**src/rtl/armleocpu_decode_pkg.sv**
```systemverilog
// armleocpu_decode_pkg
// Shared definitions for the decode stage. It holds:
//   - ARMLEOCPU_OPCLASS_* 4-bit operation class codes
//   - ARMLEOCPU_OPCODE_* 7-bit RV32I major opcodes
//   - the canonical NOP instruction (addi x0, x0, 0)
//   - the execute->fetch command codes and their width
//   - the registered d2e bundle type and helpers that build it
package armleocpu_decode_pkg;

  localparam logic [3:0] ARMLEOCPU_OPCLASS_LUI     = 4'd0;
  localparam logic [3:0] ARMLEOCPU_OPCLASS_AUIPC   = 4'd1;
  localparam logic [3:0] ARMLEOCPU_OPCLASS_JAL     = 4'd2;
  localparam logic [3:0] ARMLEOCPU_OPCLASS_JALR    = 4'd3;
  localparam logic [3:0] ARMLEOCPU_OPCLASS_BRANCH  = 4'd4;
  localparam logic [3:0] ARMLEOCPU_OPCLASS_LOAD    = 4'd5;
  localparam logic [3:0] ARMLEOCPU_OPCLASS_STORE   = 4'd6;
  localparam logic [3:0] ARMLEOCPU_OPCLASS_OPIMM   = 4'd7;
  localparam logic [3:0] ARMLEOCPU_OPCLASS_OP      = 4'd8;
  localparam logic [3:0] ARMLEOCPU_OPCLASS_MISCMEM = 4'd9;
  localparam logic [3:0] ARMLEOCPU_OPCLASS_SYSTEM  = 4'd10;
  localparam logic [3:0] ARMLEOCPU_OPCLASS_ILLEGAL = 4'd15;

  localparam logic [6:0] ARMLEOCPU_OPCODE_LUI     = 7'b0110111;
  localparam logic [6:0] ARMLEOCPU_OPCODE_AUIPC   = 7'b0010111;
  localparam logic [6:0] ARMLEOCPU_OPCODE_JAL     = 7'b1101111;
  localparam logic [6:0] ARMLEOCPU_OPCODE_JALR    = 7'b1100111;
  localparam logic [6:0] ARMLEOCPU_OPCODE_BRANCH  = 7'b1100011;
  localparam logic [6:0] ARMLEOCPU_OPCODE_LOAD    = 7'b0000011;
  localparam logic [6:0] ARMLEOCPU_OPCODE_STORE   = 7'b0100011;
  localparam logic [6:0] ARMLEOCPU_OPCODE_OPIMM   = 7'b0010011;
  localparam logic [6:0] ARMLEOCPU_OPCODE_OP      = 7'b0110011;
  localparam logic [6:0] ARMLEOCPU_OPCODE_MISCMEM = 7'b0001111;
  localparam logic [6:0] ARMLEOCPU_OPCODE_SYSTEM  = 7'b1110011;

  localparam logic [31:0] ARMLEOCPU_INSTRUCTION_NOP = 32'h0000_0013;

  localparam int ARMLEOCPU_E2F_CMD_WIDTH = 3;
  localparam logic [ARMLEOCPU_E2F_CMD_WIDTH-1:0] ARMLEOCPU_E2F_CMD_NONE              = 3'd0;
  localparam logic [ARMLEOCPU_E2F_CMD_WIDTH-1:0] ARMLEOCPU_E2F_CMD_BRANCHTAKEN       = 3'd1;
  localparam logic [ARMLEOCPU_E2F_CMD_WIDTH-1:0] ARMLEOCPU_E2F_CMD_BUBBLE_EXC_START  = 3'd2;
  localparam logic [ARMLEOCPU_E2F_CMD_WIDTH-1:0] ARMLEOCPU_E2F_CMD_BUBBLE_EXC_RETURN = 3'd3;
  localparam logic [ARMLEOCPU_E2F_CMD_WIDTH-1:0] ARMLEOCPU_E2F_CMD_FLUSH             = 3'd4;

  typedef struct packed {
    logic [31:0] instr;
    logic [31:0] pc;
    logic [3:0]  opclass;
    logic [4:0]  rd;
    logic [4:0]  rs1;
    logic [4:0]  rs2;
    logic [2:0]  funct3;
    logic [6:0]  funct7;
    logic [31:0] imm;
    logic        illegal;
    logic        exc_start;
    logic [31:0] epc;
    logic [31:0] cause;
    logic [1:0]  exc_privilege;
  } d2e_t;

  // Bundle seen by execute after reset or when a wrong-path instruction is killed.
  function automatic d2e_t d2e_nop(input logic [31:0] pc);
    d2e_t d;
    d               = '0;
    d.instr         = ARMLEOCPU_INSTRUCTION_NOP;
    d.pc            = pc;
    d.opclass       = ARMLEOCPU_OPCLASS_OPIMM;
    return d;
  endfunction

  function automatic logic [3:0] opclass_of(input logic [6:0] opcode);
    logic [3:0] c;
    case (opcode)
      ARMLEOCPU_OPCODE_LUI:     c = ARMLEOCPU_OPCLASS_LUI;
      ARMLEOCPU_OPCODE_AUIPC:   c = ARMLEOCPU_OPCLASS_AUIPC;
      ARMLEOCPU_OPCODE_JAL:     c = ARMLEOCPU_OPCLASS_JAL;
      ARMLEOCPU_OPCODE_JALR:    c = ARMLEOCPU_OPCLASS_JALR;
      ARMLEOCPU_OPCODE_BRANCH:  c = ARMLEOCPU_OPCLASS_BRANCH;
      ARMLEOCPU_OPCODE_LOAD:    c = ARMLEOCPU_OPCLASS_LOAD;
      ARMLEOCPU_OPCODE_STORE:   c = ARMLEOCPU_OPCLASS_STORE;
      ARMLEOCPU_OPCODE_OPIMM:   c = ARMLEOCPU_OPCLASS_OPIMM;
      ARMLEOCPU_OPCODE_OP:      c = ARMLEOCPU_OPCLASS_OP;
      ARMLEOCPU_OPCODE_MISCMEM: c = ARMLEOCPU_OPCLASS_MISCMEM;
      ARMLEOCPU_OPCODE_SYSTEM:  c = ARMLEOCPU_OPCLASS_SYSTEM;
      default:                  c = ARMLEOCPU_OPCLASS_ILLEGAL;
    endcase
    return c;
  endfunction

endpackage

```
**src/rtl/armleocpu_decode_imm.sv**
```systemverilog
// armleocpu_decode_imm
// Purely combinational RV32I immediate generator.
// Ports:
//   instr  in  32  raw instruction
//   imm    out 32  sign-extended immediate (zero for formats without one)
module armleocpu_decode_imm
  import armleocpu_decode_pkg::*;
(
  input  logic [31:0] instr,
  output logic [31:0] imm
);

  logic [3:0] opclass;

  assign opclass = opclass_of(instr[6:0]);

  always_comb begin
    imm = 32'h0;
    case (opclass)
      ARMLEOCPU_OPCLASS_LUI,
      ARMLEOCPU_OPCLASS_AUIPC:
        imm = {instr[31:12], 12'b0};
      ARMLEOCPU_OPCLASS_JAL:
        imm = {{11{instr[31]}}, instr[31], instr[19:12], instr[20], instr[30:21], 1'b0};
      ARMLEOCPU_OPCLASS_JALR,
      ARMLEOCPU_OPCLASS_LOAD,
      ARMLEOCPU_OPCLASS_OPIMM:
        imm = {{20{instr[31]}}, instr[31:20]};
      ARMLEOCPU_OPCLASS_BRANCH:
        imm = {{19{instr[31]}}, instr[31], instr[7], instr[30:25], instr[11:8], 1'b0};
      ARMLEOCPU_OPCLASS_STORE:
        imm = {{20{instr[31]}}, instr[31:25], instr[11:7]};
      default:
        imm = 32'h0;
    endcase
  end

endmodule

```
**src/rtl/armleocpu_decode.sv**
```systemverilog
// armleocpu_decode
// Decode stage between fetch and execute. Registers the fetch outputs, decodes
// RV32I fields, builds the immediate and flags illegal encodings. Register-file
// read addresses are issued one cycle ahead so synchronous read data lines up
// with the d2e outputs. The execute->fetch control path passes straight through.
//
// Optional feature: define ARMLEOCPU_DECODE_M_EXT_EN to accept OP encodings with
// funct7=0000001 (M extension); otherwise they are flagged illegal.
//
// Ports:
//   clk, rst_n                        clock, synchronous active-low reset
//   f2e_*                             instruction/pc/exception from fetch
//   e2f_*                             control back to fetch (= x2d_*)
//   x2d_*                             ready/command/targets from execute
//   rs1_addr, rs2_addr, rs_read       register-file read port
//   d2e_*                             registered decoded instruction to execute
module armleocpu_decode
  import armleocpu_decode_pkg::*;
#(
  parameter logic [31:0] NOP_PC = 32'h0000_0000
) (
  input  logic                               clk,
  input  logic                               rst_n,

  input  logic [31:0]                        f2e_instr,
  input  logic [31:0]                        f2e_pc,
  input  logic                               f2e_exc_start,
  input  logic [31:0]                        f2e_epc,
  input  logic [31:0]                        f2e_cause,
  input  logic [1:0]                         f2e_exc_privilege,

  output logic                               e2f_ready,
  output logic [ARMLEOCPU_E2F_CMD_WIDTH-1:0] e2f_cmd,
  output logic [31:0]                        e2f_bubble_exc_start_target,
  output logic [31:0]                        e2f_bubble_exc_return_target,
  output logic [31:0]                        e2f_branchtarget,

  input  logic                               x2d_ready,
  input  logic [ARMLEOCPU_E2F_CMD_WIDTH-1:0] x2d_cmd,
  input  logic [31:0]                        x2d_bubble_exc_start_target,
  input  logic [31:0]                        x2d_bubble_exc_return_target,
  input  logic [31:0]                        x2d_branchtarget,

  output logic [4:0]                         rs1_addr,
  output logic [4:0]                         rs2_addr,
  output logic                               rs_read,

  output logic [31:0]                        d2e_instr,
  output logic [31:0]                        d2e_pc,
  output logic [3:0]                         d2e_opclass,
  output logic [4:0]                         d2e_rd,
  output logic [4:0]                         d2e_rs1,
  output logic [4:0]                         d2e_rs2,
  output logic [2:0]                         d2e_funct3,
  output logic [6:0]                         d2e_funct7,
  output logic [31:0]                        d2e_imm,
  output logic                               d2e_illegal,
  output logic                               d2e_exc_start,
  output logic [31:0]                        d2e_epc,
  output logic [31:0]                        d2e_cause,
  output logic [1:0]                         d2e_exc_privilege
);

`ifdef ARMLEOCPU_DECODE_M_EXT_EN
  localparam bit M_EXT = 1'b1;
`else
  localparam bit M_EXT = 1'b0;
`endif

  d2e_t       d2e_q;
  d2e_t       decoded;
  logic [3:0] opclass;
  logic [2:0] funct3;
  logic [6:0] funct7;
  logic [31:0] imm;
  logic       bad_encoding;

  assign e2f_ready                    = x2d_ready;
  assign e2f_cmd                      = x2d_cmd;
  assign e2f_bubble_exc_start_target  = x2d_bubble_exc_start_target;
  assign e2f_bubble_exc_return_target = x2d_bubble_exc_return_target;
  assign e2f_branchtarget             = x2d_branchtarget;

  // While stalled the held instruction's registers are re-read so that the
  // synchronous regfile keeps presenting its operands.
  assign rs_read  = 1'b1;
  assign rs1_addr = x2d_ready ? f2e_instr[19:15] : d2e_q.rs1;
  assign rs2_addr = x2d_ready ? f2e_instr[24:20] : d2e_q.rs2;

  assign opclass = opclass_of(f2e_instr[6:0]);
  assign funct3  = f2e_instr[14:12];
  assign funct7  = f2e_instr[31:25];

  armleocpu_decode_imm u_imm (
    .instr (f2e_instr),
    .imm   (imm)
  );

  always_comb begin
    bad_encoding = (f2e_instr[1:0] != 2'b11);
    case (opclass)
      ARMLEOCPU_OPCLASS_ILLEGAL: bad_encoding = 1'b1;
      ARMLEOCPU_OPCLASS_JALR:    if (funct3 != 3'd0) bad_encoding = 1'b1;
      ARMLEOCPU_OPCLASS_BRANCH:  if (funct3 == 3'd2 || funct3 == 3'd3) bad_encoding = 1'b1;
      ARMLEOCPU_OPCLASS_LOAD:    if (funct3 == 3'd3 || funct3 == 3'd6 || funct3 == 3'd7) bad_encoding = 1'b1;
      ARMLEOCPU_OPCLASS_STORE:   if (funct3 > 3'd2) bad_encoding = 1'b1;
      ARMLEOCPU_OPCLASS_OPIMM: begin
        // Only shift-immediates use the funct7 field; srai is the one alternate form.
        if (funct3 == 3'd1 && funct7 != 7'b0000000)
          bad_encoding = 1'b1;
        if (funct3 == 3'd5 && funct7 != 7'b0000000 && funct7 != 7'b0100000)
          bad_encoding = 1'b1;
      end
      ARMLEOCPU_OPCLASS_OP: begin
        if (funct7 == 7'b0100000) begin
          if (funct3 != 3'd0 && funct3 != 3'd5) bad_encoding = 1'b1;
        end else if (funct7 == 7'b0000001) begin
          if (!M_EXT) bad_encoding = 1'b1;
        end else if (funct7 != 7'b0000000) begin
          bad_encoding = 1'b1;
        end
      end
      default: ;
    endcase
  end

  // A fetch exception takes precedence, so it is never also reported as illegal.
  always_comb begin
    decoded               = '0;
    decoded.instr         = f2e_instr;
    decoded.pc            = f2e_pc;
    decoded.opclass       = opclass;
    decoded.rd            = f2e_instr[11:7];
    decoded.rs1           = f2e_instr[19:15];
    decoded.rs2           = f2e_instr[24:20];
    decoded.funct3        = funct3;
    decoded.funct7        = funct7;
    decoded.imm           = imm;
    decoded.illegal       = bad_encoding && !f2e_exc_start;
    decoded.exc_start     = f2e_exc_start;
    decoded.epc           = f2e_epc;
    decoded.cause         = f2e_cause;
    decoded.exc_privilege = f2e_exc_privilege;
  end

  // Any execute command redirects the pipe, so the instruction fetched this
  // cycle is wrong-path and is replaced by a NOP.
  always_ff @(posedge clk) begin
    if (!rst_n)
      d2e_q <= d2e_nop(NOP_PC);
    else if (x2d_ready) begin
      if (x2d_cmd != ARMLEOCPU_E2F_CMD_NONE)
        d2e_q <= d2e_nop(NOP_PC);
      else
        d2e_q <= decoded;
    end
  end

  assign d2e_instr         = d2e_q.instr;
  assign d2e_pc            = d2e_q.pc;
  assign d2e_opclass       = d2e_q.opclass;
  assign d2e_rd            = d2e_q.rd;
  assign d2e_rs1           = d2e_q.rs1;
  assign d2e_rs2           = d2e_q.rs2;
  assign d2e_funct3        = d2e_q.funct3;
  assign d2e_funct7        = d2e_q.funct7;
  assign d2e_imm           = d2e_q.imm;
  assign d2e_illegal       = d2e_q.illegal;
  assign d2e_exc_start     = d2e_q.exc_start;
  assign d2e_epc           = d2e_q.epc;
  assign d2e_cause         = d2e_q.cause;
  assign d2e_exc_privilege = d2e_q.exc_privilege;

endmodule

```
**config.mk**
```make
export PLATFORM = sky130hd
export DESIGN_NAME = armleocpu_decode
export DESIGN_NICKNAME = d
export VERILOG_FILES = /design/src/rtl/armleocpu_decode_pkg.sv /design/src/rtl/armleocpu_decode_imm.sv /design/src/rtl/armleocpu_decode.sv
export SDC_FILE = /design/constraint.sdc
export NUM_CORES = 1
export LEC_CHECK = 0
export BUFFER_PORTS_ARGS = -buffer_cell sky130_fd_sc_hd__buf_2
export CAP_MARGIN = 20
export CORE_AREA = 4 4 207 209
export CTS_CLUSTER_DIAMETER = 80
export DETAILED_ROUTE_END_ITERATION = 10
export DIE_AREA = 0 0 211 213
export GPL_ROUTABILITY_DRIVEN = 0
export HOLD_SLACK_MARGIN = 0.05
export SYNTH_ARGS = -nofsm -noshare
export SYNTH_HDL_FRONTEND = slang
export SYNTH_SLANG_ARGS = --single-unit
```
**constraint.sdc**
```tcl
create_clock -name clk -period 1.8 [get_ports clk]
set_input_delay 0 -clock clk [delete_from_list [all_inputs] [get_ports clk]]
set_output_delay 0 -clock clk [all_outputs]
set_load 0.01 [all_outputs]
```
==> results of run 1 <==
flip-flops by register name, summed over array words and instances, names as in the netlist:
name	flops
d2e_epc	32
d2e_illegal	1
d2e_instr	32
d2e_opclass	4
d2e_cause	32
d2e_exc_privilege	2
d2e_exc_start	1
d2e_pc	32
d2e_imm	32
synth_stat cells (2+ instances only):
cell / instances / area [µm²]
nor2b_1: 270 / 1689
dfxtp_1: 168 / 3363
a21oi_1: 146 / 730.7
buf_4: 126 / 945.9
clkbuf_1: 38 / 142.6
nand2_1: 29 / 108.9
o21ai_1: 22 / 110.1
buf_2: 21 / 105.1
a22o_1: 12 / 105.1
o22ai_1: 12 / 75.07
inv_1: 11 / 41.29
a21o_1: 10 / 75.07
o21ai_0: 10 / 50.05
and2_1: 9 / 56.30
a22oi_1: 7 / 52.55
nor2_1: 6 / 22.52
nor3_1: 5 / 25.02
nand2b_1: 4 / 25.02
or2_1: 4 / 25.02
or4_1: 4 / 30.03
nand3_1: 3 / 15.01
a2111oi_0: 2 / 17.52
a211oi_2: 2 / 25.02
buf_1: 2 / 7.510
nand3b_1: 2 / 15.01
nand4_1: 2 / 12.51
routing by layer:
metal  wire length (µm)  global-route usage  vias up
li1                   -                   -     3876
met1              12520              0.1508     3823
met2              17100              0.2499      418
met3               2521             0.04819       69
met4               1246             0.06841        0
met5                  0                   0        -
worst reg2reg max path: stages (launching register included):
cell and delay (ps):
dfxtp_1 470, nor2b_1 170, a21oi_1 50, dlygate4sd3_1 560, nor2b_1 100
power breakdown:
group          total [W]  internal, W  leakage, nW  switching (W)
Combinational    0.00124     0.000646         3.69       0.000591
Clock            0.00394      0.00223        0.299        0.00171
Sequential       0.00378      0.00376         1.36      0.0000254
worst paths after layout:
path	cells past startpoint	end	from	slack, ps
setup / recovery	7	d2e_illegal	f2e_instr[31]	80
hold / removal	5	d2e_instr[3]	x2d_cmd[2]	90
setup reg to reg	4	d2e_instr[30]	d2e_instr[30]	390
hold reg to reg	2	d2e_imm[14]	d2e_imm[14]	450
placed cells by master (no fill, tap or decap), drive strengths merged, types with 9 or more instances in the layout:
cell type,instances
nand2,29
a22o,12
dfxtp,168
and2,9
inv,16
nor2b,270
a21o,10
o22ai,12
buf,363
o21ai,32
a21oi,147
clkbuf,18
dlygate4sd3,233
final cells by class:
type / instances / area [µm²] / area share
tap: 532 / 665.6 / 0.05354
inverter: 11 / 41.29 / 0.003321
clock buffer: 18 / 439.2 / 0.03532
multi-input combinational: 586 / 3493 / 0.2810
sequential: 168 / 3363 / 0.2705
timing repair buffer: 596 / 4258 / 0.3425
clock inverter: 13 / 167.7 / 0.01348
antenna: 2 / 5.005 / 0.0004025
kinds of logic after synthesis:
family / Yosys count / share of synthesized area
flops: 168 / 0.4157
simple gates: 349 / 0.2623
xor+xnor: 1 / 0.001083
compound gates: 235 / 0.1663
buf+inv: 199 / 0.1542
other cells: 1 / 0.0004635
stage by stage:
step,cells,total power (W)
after floorplan,953,0.004454
after global placement,1660,0.004609
after detailed placement,1660,0.004618
after CTS,1924,0.009123
final,1926,0.008958
after global routing,1926,0.009337
what timing repair did:
item | CTS | global route
gates resized for setup | 0 | 2
hold endpoints to repair | 262 | 0
setup buffers | 0 | 0
setup endpoints to repair | 0 | 2
hold buffers | 233 | 0
==> results.cfg, run 1 <==
[placement]
dp_hpwl_um = 22350
place_area_mm2 = 0.009484
portBuffers = 343
dpl_worst_slack_ps = 160.7

[cells_and_area]
finalInstanceArea_mm2 = 0.01243
fillers = 4193
final_util = 0.3045
fin_nets = 1613
drive_gt1_frac = 0.2909
syn_to_final_growth_pct = 53.68

[clocking]
clk_pin_slew_worst_paths_ps = 70
clk-insertion-delay-late_ps = 470
cts_htree_levels = 4
clockBufferDepth = 2
cts_tree = built
clock-sinks = 168
cts-root-buf = clkbuf_16
cts_buffers = 17

[global_routing]
overflow = 0
grt.total_usage = 0.1412
antenna_found_initial = 3
grt_pass1_wl_um = 48440
grt_pass1_vias = 8312
grt_max_degree = 96

[timing]
hold_violations = 0
drv_slew = 0
whs_ps = 91.79
clock_skew_ps = 0
setup_tns_ps = 0
min_period_ps = 1717
fin_crit_sh = 0.9538
setup_viol = 0
layout_setup_ws_ps = 83.20
fmax_mhz = 582.5
slew_headroom = 0.4308
worst_pin_slew_ps = 853.8
grt_setup_unrepaired = false

[drt]
finalWirelength_um = 33380
vias = 8186
drt_iter0_drc = 368
wl_per_cell_um = 17.33
vias_per_cell = 4.250
route.detailed.drc = 0
antenna_left = 0
dr.pass1.iters = 5

[power]
power.density_mw_per_mm2 = 720.5
leakagePower_nw = 5.346
peakVddDrop_uv = 650.5

[synth]
synth-edff-count = 0
syn_nets = 1186
synth-seq-cells = 168
ys_types = 52
synthFlopType = dfxtp_1
netlist_area_mm2 = 0.008090
yosysSeqAreaShare = 0.4157
avgSynthCellArea_um2 = 8.489
ys_warn_count = 0
netlist_instances = 953
async_flop_share = 0

[setup_path]
critical_path_class = input port to register
crit_slowest_cell = dlygate4sd3_1
required_ps = 2170
slowest_delay_ps = 540
path_buf_inv = 2
path_cells = dlygate4sd3_1 > buf_2 > or4_1 > nor3_1 > a21oi_1 > o2111ai_1 > o211ai_1
path_max_fanout = 4
startpoint_type = input port
critPathCaptureType = register
cp_top_family = simple AND/OR/NAND/NOR gates
worstPathArrival_ps = 2090

[floorplan]
coreArea_mm2 = 0.04083
die_h_um = 213
initial_core_util = 0.1981
placementRows = 74
design.die.area_mm2 = 0.04494
ios = 537
die_w_um = 211

[status]
status = finished clean

[flow_run]
drv_cap = 0

[worst_hold_path]
hold_class = input port to register
Note: power is estimated with default switching activity, not from simulation.
==> run 2, diff against run 1 <==
- clock period: 1.8 -> 1.71 ns (I/O delays scaled with it)
==> results.cfg, run 2 (synthesis gave the netlist of run 1 again) <==
[status]
status = finished clean

[clocking]
cts_buffers = 17
cts_setup_buffers = 0
cts_tree = built
clk_pin_slew_worst_paths_ps = 70
clock-sinks = 168
cts_htree_levels = 4
cts-root-buf = clkbuf_16
clockBufferDepth = 2
clk-insertion-delay-late_ps = 460

[floorplan]
placementRows = 74
design.die.area_mm2 = 0.04494
ios = 537
die_w_um = 211
initial_core_util = 0.1981
coreArea_mm2 = 0.04083
die_h_um = 213

[drt]
vias_per_cell = 4.229
wl_per_cell_um = 17.49
drt_iter0_drc = 443
dr.pass1.iters = 5
route.detailed.drc = 0
finalWirelength_um = 33790
antenna_left = 0
vias = 8171

[power]
p_int_w = 0.006656
comb_power_share = 0.146
finalPower_w = 0.009105
p_clk_frac = 0.416
p_switching_w = 0.002449
peakVddDrop_uv = 659.9
power.density_mw_per_mm2 = 730.2
switching_share = 0.2689
seq_power_share = 0.438
leakagePower_nw = 5.365

[timing]
drv_slew = 0
worst_pin_slew_ps = 869.2
min_period_ps = 1687
clock_skew_ps = 0
slew_headroom = 0.4205
whs_ps = 122.1
hold_violations = 0
setup_viol = 0
fin_crit_sh = 0.9863
fmax_mhz = 592.9

[global_routing]
grt_max_degree = 94
grt.total_usage = 0.1433
antenna_found_initial = 0
overflow = 0
grt_pass1_vias = 8447
grt_pass1_wl_um = 49110

[placement]
portBuffers = 343
place_area_mm2 = 0.009572
dp_hpwl_um = 22590

[setup_path]
required_ps = 2080
critical_path_class = input port to register
worstPathArrival_ps = 2050
path_cells = dlygate4sd3_1 > buf_2 > buf_4 > nand4bb_1 > a21boi_1 > o21ai_1 > buf_4 > o21ai_0 > a22o_1
slowest_delay_ps = 520
crit_top_cell = buf_4
path_max_fanout = 11
startpoint_type = input port
crit_slowest_cell = dlygate4sd3_1
critPathCaptureType = register

[cells_and_area]
syn_to_final_growth_pct = 54.11
fin_nets = 1621
finalInstanceArea_mm2 = 0.01247
drive_gt1_frac = 0.2971
n_antenna_cell = 0
final_cell_mix = 338 x buf_2, 270 x nor2b_1, 231 x dlygate4sd3_1
final_common_cell = buf_2

[worst_hold_path]
hold_class = input port to register

[flow_run]
drv_cap = 0
-- run 2: path summary, 6_finish.rpt --
check | to | depth (start not counted) | from | slack (ps)
worst min-delay path | d2e_opclass[2] | 4 | x2d_ready | 120
worst min register to register | d2e_imm[13] | 2 | d2e_imm[13] | 450
worst max register to register | d2e_opclass[0] | 3 | d2e_opclass[0] | 490
worst max-delay path | d2e_imm[20] | 9 | f2e_instr[3] | 20
-- run 2: critical path: cells and delay by family --
| kind | cells | cell delay, ps |
|---|---|---|
| AND/OR/NAND/NOR | 1 | 180 |
| AO/OA/AOI/OAI | 4 | 700 |
| buffers and inverters | 4 | 1150 |
-- run 2: layer usage --
metal | up-vias | part of all wire | GRT usage
li1 | 3887 | - | -
met1 | 3795 | 0.39 | 0.1582
met2 | 433 | 0.51 | 0.2519
met3 | 56 | 0.074 | 0.04584
met4 | 0 | 0.032 | 0.06506
met5 | - | 0 | 0
-- run 2: area by class of cell --
cell class / instances / area (µm²)
sequential: 168 / 3363
inverter: 11 / 41.29
clock inverter: 13 / 121.4
clock buffer: 18 / 429.2
fill: 4216 / 28360
timing repair buffer: 604 / 4333
tap: 532 / 665.6
multi-input combinational: 586 / 3515
-- run 2: timing repair --
action | in CTS | in global routing
endpoints found under the hold margin | 262 | 0
setup endpoints to repair | 0 | 5
hold buffers | 231 | 0
resized for setup | 0 | 10
-- run 2: metrics by stage --
step / setup slack (ps) / utilization / setup TNS (ps) / std cells
4_1_cts: 34.04 / 0.3045 / 0 / 1932
6_report: 23.46 / 0.3054 / 0 / 1932
3_3_place_gp: 154.5 / 0.2344 / 0 / 1670
2_1_floorplan: 442.0 / - / 0 / 953
3_5_place_dp: 134.0 / 0.2344 / 0 / 1670
5_1_grt: -9.502 / 0.3054 / -9.502 / 1932
-- run 2: power by group through the flow --
stage	clock network [W]	registers [W]	logic, W
global placement	0	0.00407	0.000804
finish	0.00379	0.00398	0.00133
floorplan	0	0.00409	0.000599
global route	0.00409	0.00399	0.00142
CTS	0.00398	0.00398	0.00131
detailed placement	0	0.00407	0.000812
